[src/rtl/fwd_scoreboard_if.sv]
// rtl/fwd_scoreboard_if.sv - EX/ID operand bundle and forwarding results for the scoreboard
interface fwd_scoreboard_if #(
    parameter int REG_AW = 5,
    parameter int DEPTH  = 2,
    parameter int NSRC   = 2,
    parameter int CNT_W  = 16
);
    localparam int SEL_W = $clog2(DEPTH + 1);

    logic                    en;
    logic                    ex_valid;
    logic                    ex_regwrite;
    logic                    ex_is_load;
    logic [REG_AW-1:0]       ex_rd;
    logic [NSRC*REG_AW-1:0]  ex_rs;
    logic [NSRC*REG_AW-1:0]  id_rs;
    logic [NSRC-1:0]         id_rs_used;
    logic [NSRC*SEL_W-1:0]   fwd_sel;
    logic                    stall_id;
    logic [CNT_W-1:0]        stall_cnt;
    logic                    fwd_err;

    modport master (
        output en, ex_valid, ex_regwrite, ex_is_load, ex_rd, ex_rs, id_rs, id_rs_used,
        input  fwd_sel, stall_id, stall_cnt, fwd_err
    );

    modport slave (
        input  en, ex_valid, ex_regwrite, ex_is_load, ex_rd, ex_rs, id_rs, id_rs_used,
        output fwd_sel, stall_id, stall_cnt, fwd_err
    );
endinterface

[src/rtl/fwd_scoreboard.sv]
// rtl/fwd_scoreboard.sv - EX-stage bypass select and load-use stall unit
module fwd_scoreboard #(
    parameter int REG_AW   = 5,
    parameter int DEPTH    = 2,
    parameter int NSRC     = 2,
    parameter int LOAD_LAT = 1,
    parameter int CNT_W    = 16
) (
    input  logic              clk,
    input  logic              rst_n,
    fwd_scoreboard_if.slave   bus
);
    localparam int SEL_W = $clog2(DEPTH + 1);

    logic [DEPTH-1:0]              hist_v;
    logic [DEPTH-1:0]              hist_ld;
    logic [DEPTH-1:0][REG_AW-1:0]  hist_rd;

    logic [NSRC-1:0][SEL_W-1:0]    sel;
    logic [NSRC-1:0]               unsafe;
    logic [NSRC-1:0]               prod_early;
    logic [NSRC-1:0]               need_stall;
    logic                          stall;

    // Scan oldest to youngest so the youngest matching entry is the last to write.
    always_comb begin
        sel    = '0;
        unsafe = '0;
        for (int i = 0; i < NSRC; i++) begin
            for (int j = DEPTH - 1; j >= 0; j--) begin
                if (rst_n && bus.ex_rs[i*REG_AW +: REG_AW] != '0 && hist_v[j] &&
                    hist_rd[j] == bus.ex_rs[i*REG_AW +: REG_AW]) begin
                    sel[i]    = SEL_W'(j + 1);
                    unsafe[i] = hist_ld[j] && (j < LOAD_LAT);
                end
            end
        end
    end

    // Position p is where the producer sits once the ID instruction reaches EX.
    always_comb begin
        prod_early = '0;
        need_stall = '0;
        for (int i = 0; i < NSRC; i++) begin
            for (int j = DEPTH - 1; j >= 0; j--) begin
                if (hist_v[j] && hist_rd[j] == bus.id_rs[i*REG_AW +: REG_AW]) begin
                    prod_early[i] = hist_ld[j] && (j + 1 < LOAD_LAT);
                end
            end
            if (bus.ex_valid && bus.ex_regwrite && bus.ex_rd == bus.id_rs[i*REG_AW +: REG_AW]) begin
                prod_early[i] = bus.ex_is_load && (LOAD_LAT > 0);
            end
            need_stall[i] = rst_n && bus.id_rs_used[i] &&
                            (bus.id_rs[i*REG_AW +: REG_AW] != '0) && prod_early[i];
        end
    end

    assign stall        = |need_stall;
    assign bus.stall_id = stall;
    assign bus.fwd_sel  = sel;

    always_ff @(posedge clk or negedge rst_n) begin
        if (!rst_n) begin
            hist_v  <= '0;
            hist_ld <= '0;
            hist_rd <= '0;
        end else if (bus.en) begin
            for (int j = DEPTH - 1; j > 0; j--) begin
                hist_v[j]  <= hist_v[j-1];
                hist_ld[j] <= hist_ld[j-1];
                hist_rd[j] <= hist_rd[j-1];
            end
            hist_v[0]  <= bus.ex_valid && bus.ex_regwrite && (bus.ex_rd != '0);
            hist_ld[0] <= bus.ex_is_load;
            hist_rd[0] <= bus.ex_rd;
        end
    end

    always_ff @(posedge clk or negedge rst_n) begin
        if (!rst_n) begin
            bus.stall_cnt <= '0;
            bus.fwd_err   <= 1'b0;
        end else if (bus.en) begin
            if (stall && bus.stall_cnt != '1) begin
                bus.stall_cnt <= bus.stall_cnt + 1'b1;
            end
            if (|unsafe) begin
                bus.fwd_err <= 1'b1;
            end
        end
    end
endmodule

[src/flat_wrapper.sv]
// flat-port wrapper written by rule: the top's interface ports become plain ports
module fwd_scoreboard_flat 
#(
    parameter int REG_AW   = 5,
    parameter int DEPTH    = 2,
    parameter int NSRC     = 2,
    parameter int LOAD_LAT = 1,
    parameter int CNT_W    = 16
)
  (clk, rst_n, bus_en, bus_ex_valid, bus_ex_regwrite, bus_ex_is_load, bus_ex_rd, bus_ex_rs, bus_id_rs, bus_id_rs_used, bus_fwd_sel, bus_stall_id, bus_stall_cnt, bus_fwd_err);
  fwd_scoreboard_if #(.REG_AW(REG_AW), .DEPTH(DEPTH), .NSRC(NSRC), .CNT_W(CNT_W)) bus_i ();
  input  logic clk;
  input  logic rst_n;
  input wire logic [$bits(bus_i.en)-1:0] bus_en;
  input wire logic [$bits(bus_i.ex_valid)-1:0] bus_ex_valid;
  input wire logic [$bits(bus_i.ex_regwrite)-1:0] bus_ex_regwrite;
  input wire logic [$bits(bus_i.ex_is_load)-1:0] bus_ex_is_load;
  input wire logic [$bits(bus_i.ex_rd)-1:0] bus_ex_rd;
  input wire logic [$bits(bus_i.ex_rs)-1:0] bus_ex_rs;
  input wire logic [$bits(bus_i.id_rs)-1:0] bus_id_rs;
  input wire logic [$bits(bus_i.id_rs_used)-1:0] bus_id_rs_used;
  output wire logic [$bits(bus_i.fwd_sel)-1:0] bus_fwd_sel;
  output wire logic [$bits(bus_i.stall_id)-1:0] bus_stall_id;
  output wire logic [$bits(bus_i.stall_cnt)-1:0] bus_stall_cnt;
  output wire logic [$bits(bus_i.fwd_err)-1:0] bus_fwd_err;
  assign bus_i.en = bus_en;
  assign bus_i.ex_valid = bus_ex_valid;
  assign bus_i.ex_regwrite = bus_ex_regwrite;
  assign bus_i.ex_is_load = bus_ex_is_load;
  assign bus_i.ex_rd = bus_ex_rd;
  assign bus_i.ex_rs = bus_ex_rs;
  assign bus_i.id_rs = bus_id_rs;
  assign bus_i.id_rs_used = bus_id_rs_used;
  assign bus_fwd_sel = bus_i.fwd_sel;
  assign bus_stall_id = bus_i.stall_id;
  assign bus_stall_cnt = bus_i.stall_cnt;
  assign bus_fwd_err = bus_i.fwd_err;
  fwd_scoreboard #(.REG_AW(REG_AW), .DEPTH(DEPTH), .NSRC(NSRC), .LOAD_LAT(LOAD_LAT), .CNT_W(CNT_W)) u_core (.clk(clk), .rst_n(rst_n), .bus(bus_i));
endmodule
[config.mk]
export PLATFORM = sky130hd
export DESIGN_NAME = fwd_scoreboard_flat
export DESIGN_NICKNAME = d
export VERILOG_FILES = /design/src/rtl/fwd_scoreboard_if.sv /design/src/rtl/fwd_scoreboard.sv /design/src/flat_wrapper.sv
export SDC_FILE = /design/constraint.sdc
export NUM_CORES = 1
export LEC_CHECK = 0
export BUFFER_PORTS_ARGS = -buffer_cell sky130_fd_sc_hd__buf_2
export CORE_ASPECT_RATIO = 1.2
export CORE_MARGIN = 2
export CORE_UTILIZATION = 35
export CTS_BUF_LIST = sky130_fd_sc_hd__clkbuf_16
export DETAILED_ROUTE_END_ITERATION = 16
export PLACE_DENSITY = 0.57
export SLEW_MARGIN = 10
export SYNTH_ARGS = -nofsm -noshare
export SYNTH_HDL_FRONTEND = slang
export SYNTH_SLANG_ARGS = --single-unit
[constraint.sdc]
create_clock -name clk -period 1.7 [get_ports clk]
set_input_delay 0.085 -clock clk [delete_from_list [all_inputs] [get_ports clk]]
set_output_delay 0.085 -clock clk [all_outputs]
set_load 0.03 [all_outputs]
==> summary.md <==
| Metric | Value |
|---|---|
| Core Area | `4870 µm²` |
| HPWL after detailed placement | `3388 µm` |
| Fin Hold WS | `0.07652 ns` |
| CP Data Arrival Time | `1.63 ns` |
| Max Clock Freq | `0.5847 GHz` |
| Slowest CP cell | `dfrtp_1` |
| WP buf/inv | `1` |
| First-pass GRT wire length | `7465 µm` |
| Largest area contributor in the netlist | `dfrtp_1` |
| Cell area after synthesis | `1745 µm²` |
| Area delta synth->final | `55.41%` |
| CTS clk-pin slew, worst paths | `0.05 ns` |
| Final Setup Violations | `1` |
| Crit path time final | `1.710 ns` |
| Final WS setup | `-0.01040 ns` |
| Ports | `55` |
| Largest cells by area after synthesis | `dfrtp_1 (43%), xor2_1 (12%), xnor2_1 (10%)` |
| Initial antenna violation count | `0` |
| Pint | `0.001441 W` |
| Met2 Use GR | `0.3048` |
| Synth warnings | `0` |
| Fin Clk Skew | `0.009944 ns` |
| Pleak | `1.337 nW` |
| Slew @ Worst Pin | `0.5589 ns` |
| Gate Count Post-Synth | `166` |
| Syn nets | `200` |
| Gr usage total | `0.1830` |
| DRC Markers | `0` |
| Outcome | `finished, violations left` |
| Initial core utilization | `0.3584` |
| Grt met1 use | `0.2255` |
| Most frequent cells in the layout | `buf_2 (50), buf_4 (37), xor2_1 (23)` |
| Die outline width | `68.47 µm` |
| Met3 Resource Use GR | `0.04709` |
| Psw | `0.0004752 W` |
| Worst VDD drop | `0.3806 mV` |
| Sequential Power Share | `0.421` |
| DIE AREA | `5570 µm²` |
| Critical Path Max Stage Delay | `0.42 ns` |
| RSZ-0062 raised after global routing | `yes` |
| Kind of critical path | `register to output pin` |
| PortBufs | `54` |
| Total CTS buffers | `5` |
| CTS tree | `built` |
| Vias in the first global route | `1,595` |
| Wirelength per Cell | `14.13 µm` |
| Num rows | `28` |
| Largest fanout on the critical path | `4` |
| Sw frac | `0.2480` |
| Grt ovf | `0` |
| First-pass detailed-route iteration total | `4` |
| Via Count | `1,632` |
| Busiest grt layer | `met2` |
| CP Cell Sequence | `xnor2_1, nand4_1, nor4_4, nor3_2, buf_4` |
| Min-Delay Path Class | `input pin to register` |
| Antenna Nets Post-Route | `0` |
| Ant. Diodes | `0` |
| Violated checks | `setup timing` |
| # clock sinks | `30` |
| Slew Viols, Final | `0` |
| DIE HEIGHT | `81.36 µm` |
| Clock root buffer | `clkbuf_16` |
| 1st-iter DRT viols | `49` |
| Req. time, crit path | `1.62 ns` |
| Pwr dens | `706.3 nW/µm²` |
| Slew headroom | `0.6240` |
| #FFs+latches synth | `30` |
| Seq/Total Area, Yosys | `0.4301` |
| GP Congestion | `0.8446` |
| Clock latency on the worst-skew pair | `0.27 ns` |
| Fin nets | `296` |
| Final Hold Vio Count | `0` |
| Final Cycle Share | `1.006` |
| Yosys top cell area share | `0.4301` |
| Post-synth cell types | `31` |
| Clock Path Buffers | `2` |
| Clk pwr share | `0.417` |
| Via density | `5.068` |
| Most common cell after layout, fill and taps aside | `buf_2` |
| Logic pwr share | `0.162` |
| Layout Cells excl Fill | `322` |
| Max_cap viols | `0` |
| Largest net degree at the start of global routing | `31` |
| H-Tree Depth | `2` |
| Routed wire length | `4549 µm` |
| Nature of the critical path endpoint | `output pin` |
| Avg Synthesized Cell Area | `10.51 µm²` |
| Post-Place Cells | `307` |
| Share of cells above drive strength 1 | `0.5267` |
| Startpoint types | `register` |
| Cell family with most CP delay | `simple AND/OR/NAND/NOR gates` |
[worst register-to-register path, cell delays in order, from the launching register on]
cell     delay [ns]
dfrtp_2        0.36
and3_4         0.20
nand3_4        0.08
o31a_1         0.34
o21ai_4        0.10
buf_12         0.17
mux2_4         0.30
[power groups by stage]
stage | Clock [W] | Combinational, W | Sequential (W)
final | 0.000799 | 0.000311 | 0.000806
after global routing | 0.000855 | 0.000343 | 0.000812
after CTS | 0.000825 | 0.000309 | 0.000805
after detailed placement | 0 | 0.000289 | 0.000819
after global placement | 0 | 0.000285 | 0.000818
after floorplan | 0 | 0.000157 | 0.000818
[final cells by class]
class                           instances  area, µm²
Fill cell                             460       2157
Multi-Input combinational cell        129       1114
Sequential cell                        30      762.0
Timing Repair Buffer                   92      614.3
Clock buffer                            5      125.1
Tap cell                               60      75.07
Inverter                                4      15.01
Clock inverter                          2      7.507
[per-stage QoR]
stage / area [µm²] / utilization / power (W) / setup TNS (ns) / setup WS [ns]
6_report: 2713 / 0.5570 / 0.001916 / -0.01040 / -0.01040
5_1_grt: 2713 / 0.5570 / 0.002010 / -0.2515 / -0.07583
4_1_cts: 2569 / 0.5275 / 0.001939 / -0.09209 / -0.02831
3_5_place_dp: 2360 / 0.4846 / 0.001108 / -0.3527 / -0.07015
3_3_place_gp: 2360 / 0.4846 / 0.001103 / -0.3691 / -0.06742
2_1_floorplan: 1795 / - / 0.0009749 / -0.4983 / -0.1317
[state kept, by name, summed over array words and instances (netlist names)]
name and flops:
u_core.hist_rd 10, u_core.bus.stall_cnt 16, u_core.hist_ld 1, u_core.hist_v 2
u_core.bus.fwd_err 1
[logic make-up after synthesis]
| group | synth area share |
|---|---|
| simple gates | 0.2029 |
| fa+ha+maj | 0.007167 |
| compound gates | 0.03871 |
| xor+xnor | 0.2158 |
| mux | 0.08602 |
| flops | 0.4301 |
| buf+inv | 0.01935 |
[worst paths after layout]
path / startpoint / to / slack, ns / depth (start not counted)
setup / recovery: u_core.hist_rd[1]$_DFFE_PN0P_ / bus_fwd_sel[1] / -0.01 / 5
hold reg to reg: u_core.bus.fwd_err$_DFFE_PN0P_ / u_core.bus.fwd_err$_DFFE_PN0P_ / 0.47 / 1
max in group asynchronous: rst_n / u_core.bus.stall_cnt[0]$_DFFE_PN0P_ / 1.04 / 4
setup reg to reg: u_core.bus.stall_cnt[5]$_DFFE_PN0P_ / u_core.bus.stall_cnt[1]$_DFFE_PN0P_ / 0.04 / 6
min in group asynchronous: rst_n / u_core.bus.stall_cnt[6]$_DFFE_PN0P_ / 0.48 / 4
hold / removal: bus_ex_is_load / u_core.hist_ld[0]$_DFFE_PN0P_ / 0.08 / 2
[timing repair]
item,4_1_cts,5_1_grt
pin swaps,1,11
setup endpoints to repair,8,15
resized for setup,5,19
hold buffers,2,0
hold endpoints to repair,30,0
gates cloned,0,1
buffers inserted,3,2
[per-layer routing]
metal / wire length, µm / vias to the layer above / part of all wire
li1: - / 789 / -
met1: 1908 / 789 / 0.42
met2: 2341 / 48 / 0.51
met3: 234 / 6 / 0.051
met4: 65 / 0 / 0.014
met5: 0 / - / 0
[synthesized netlist by cell type (all sizes together)]
cell and instances:
or4 6, mux2 13, o41ai 1, a21oi 2
and3 2, xor2 23, o31a 1, o211ai 1
and4 2, ha 1, nand4 3, nor3 5
nor4b 1, nand2b 3, clkbuf 1, nor2 4
nor4 12, nand2 11, nand3 13, o2111ai 1
buf 2, inv 4, dfrtp 30, o21ai 4
xnor2 20
(Power assumes the default switching activity.)
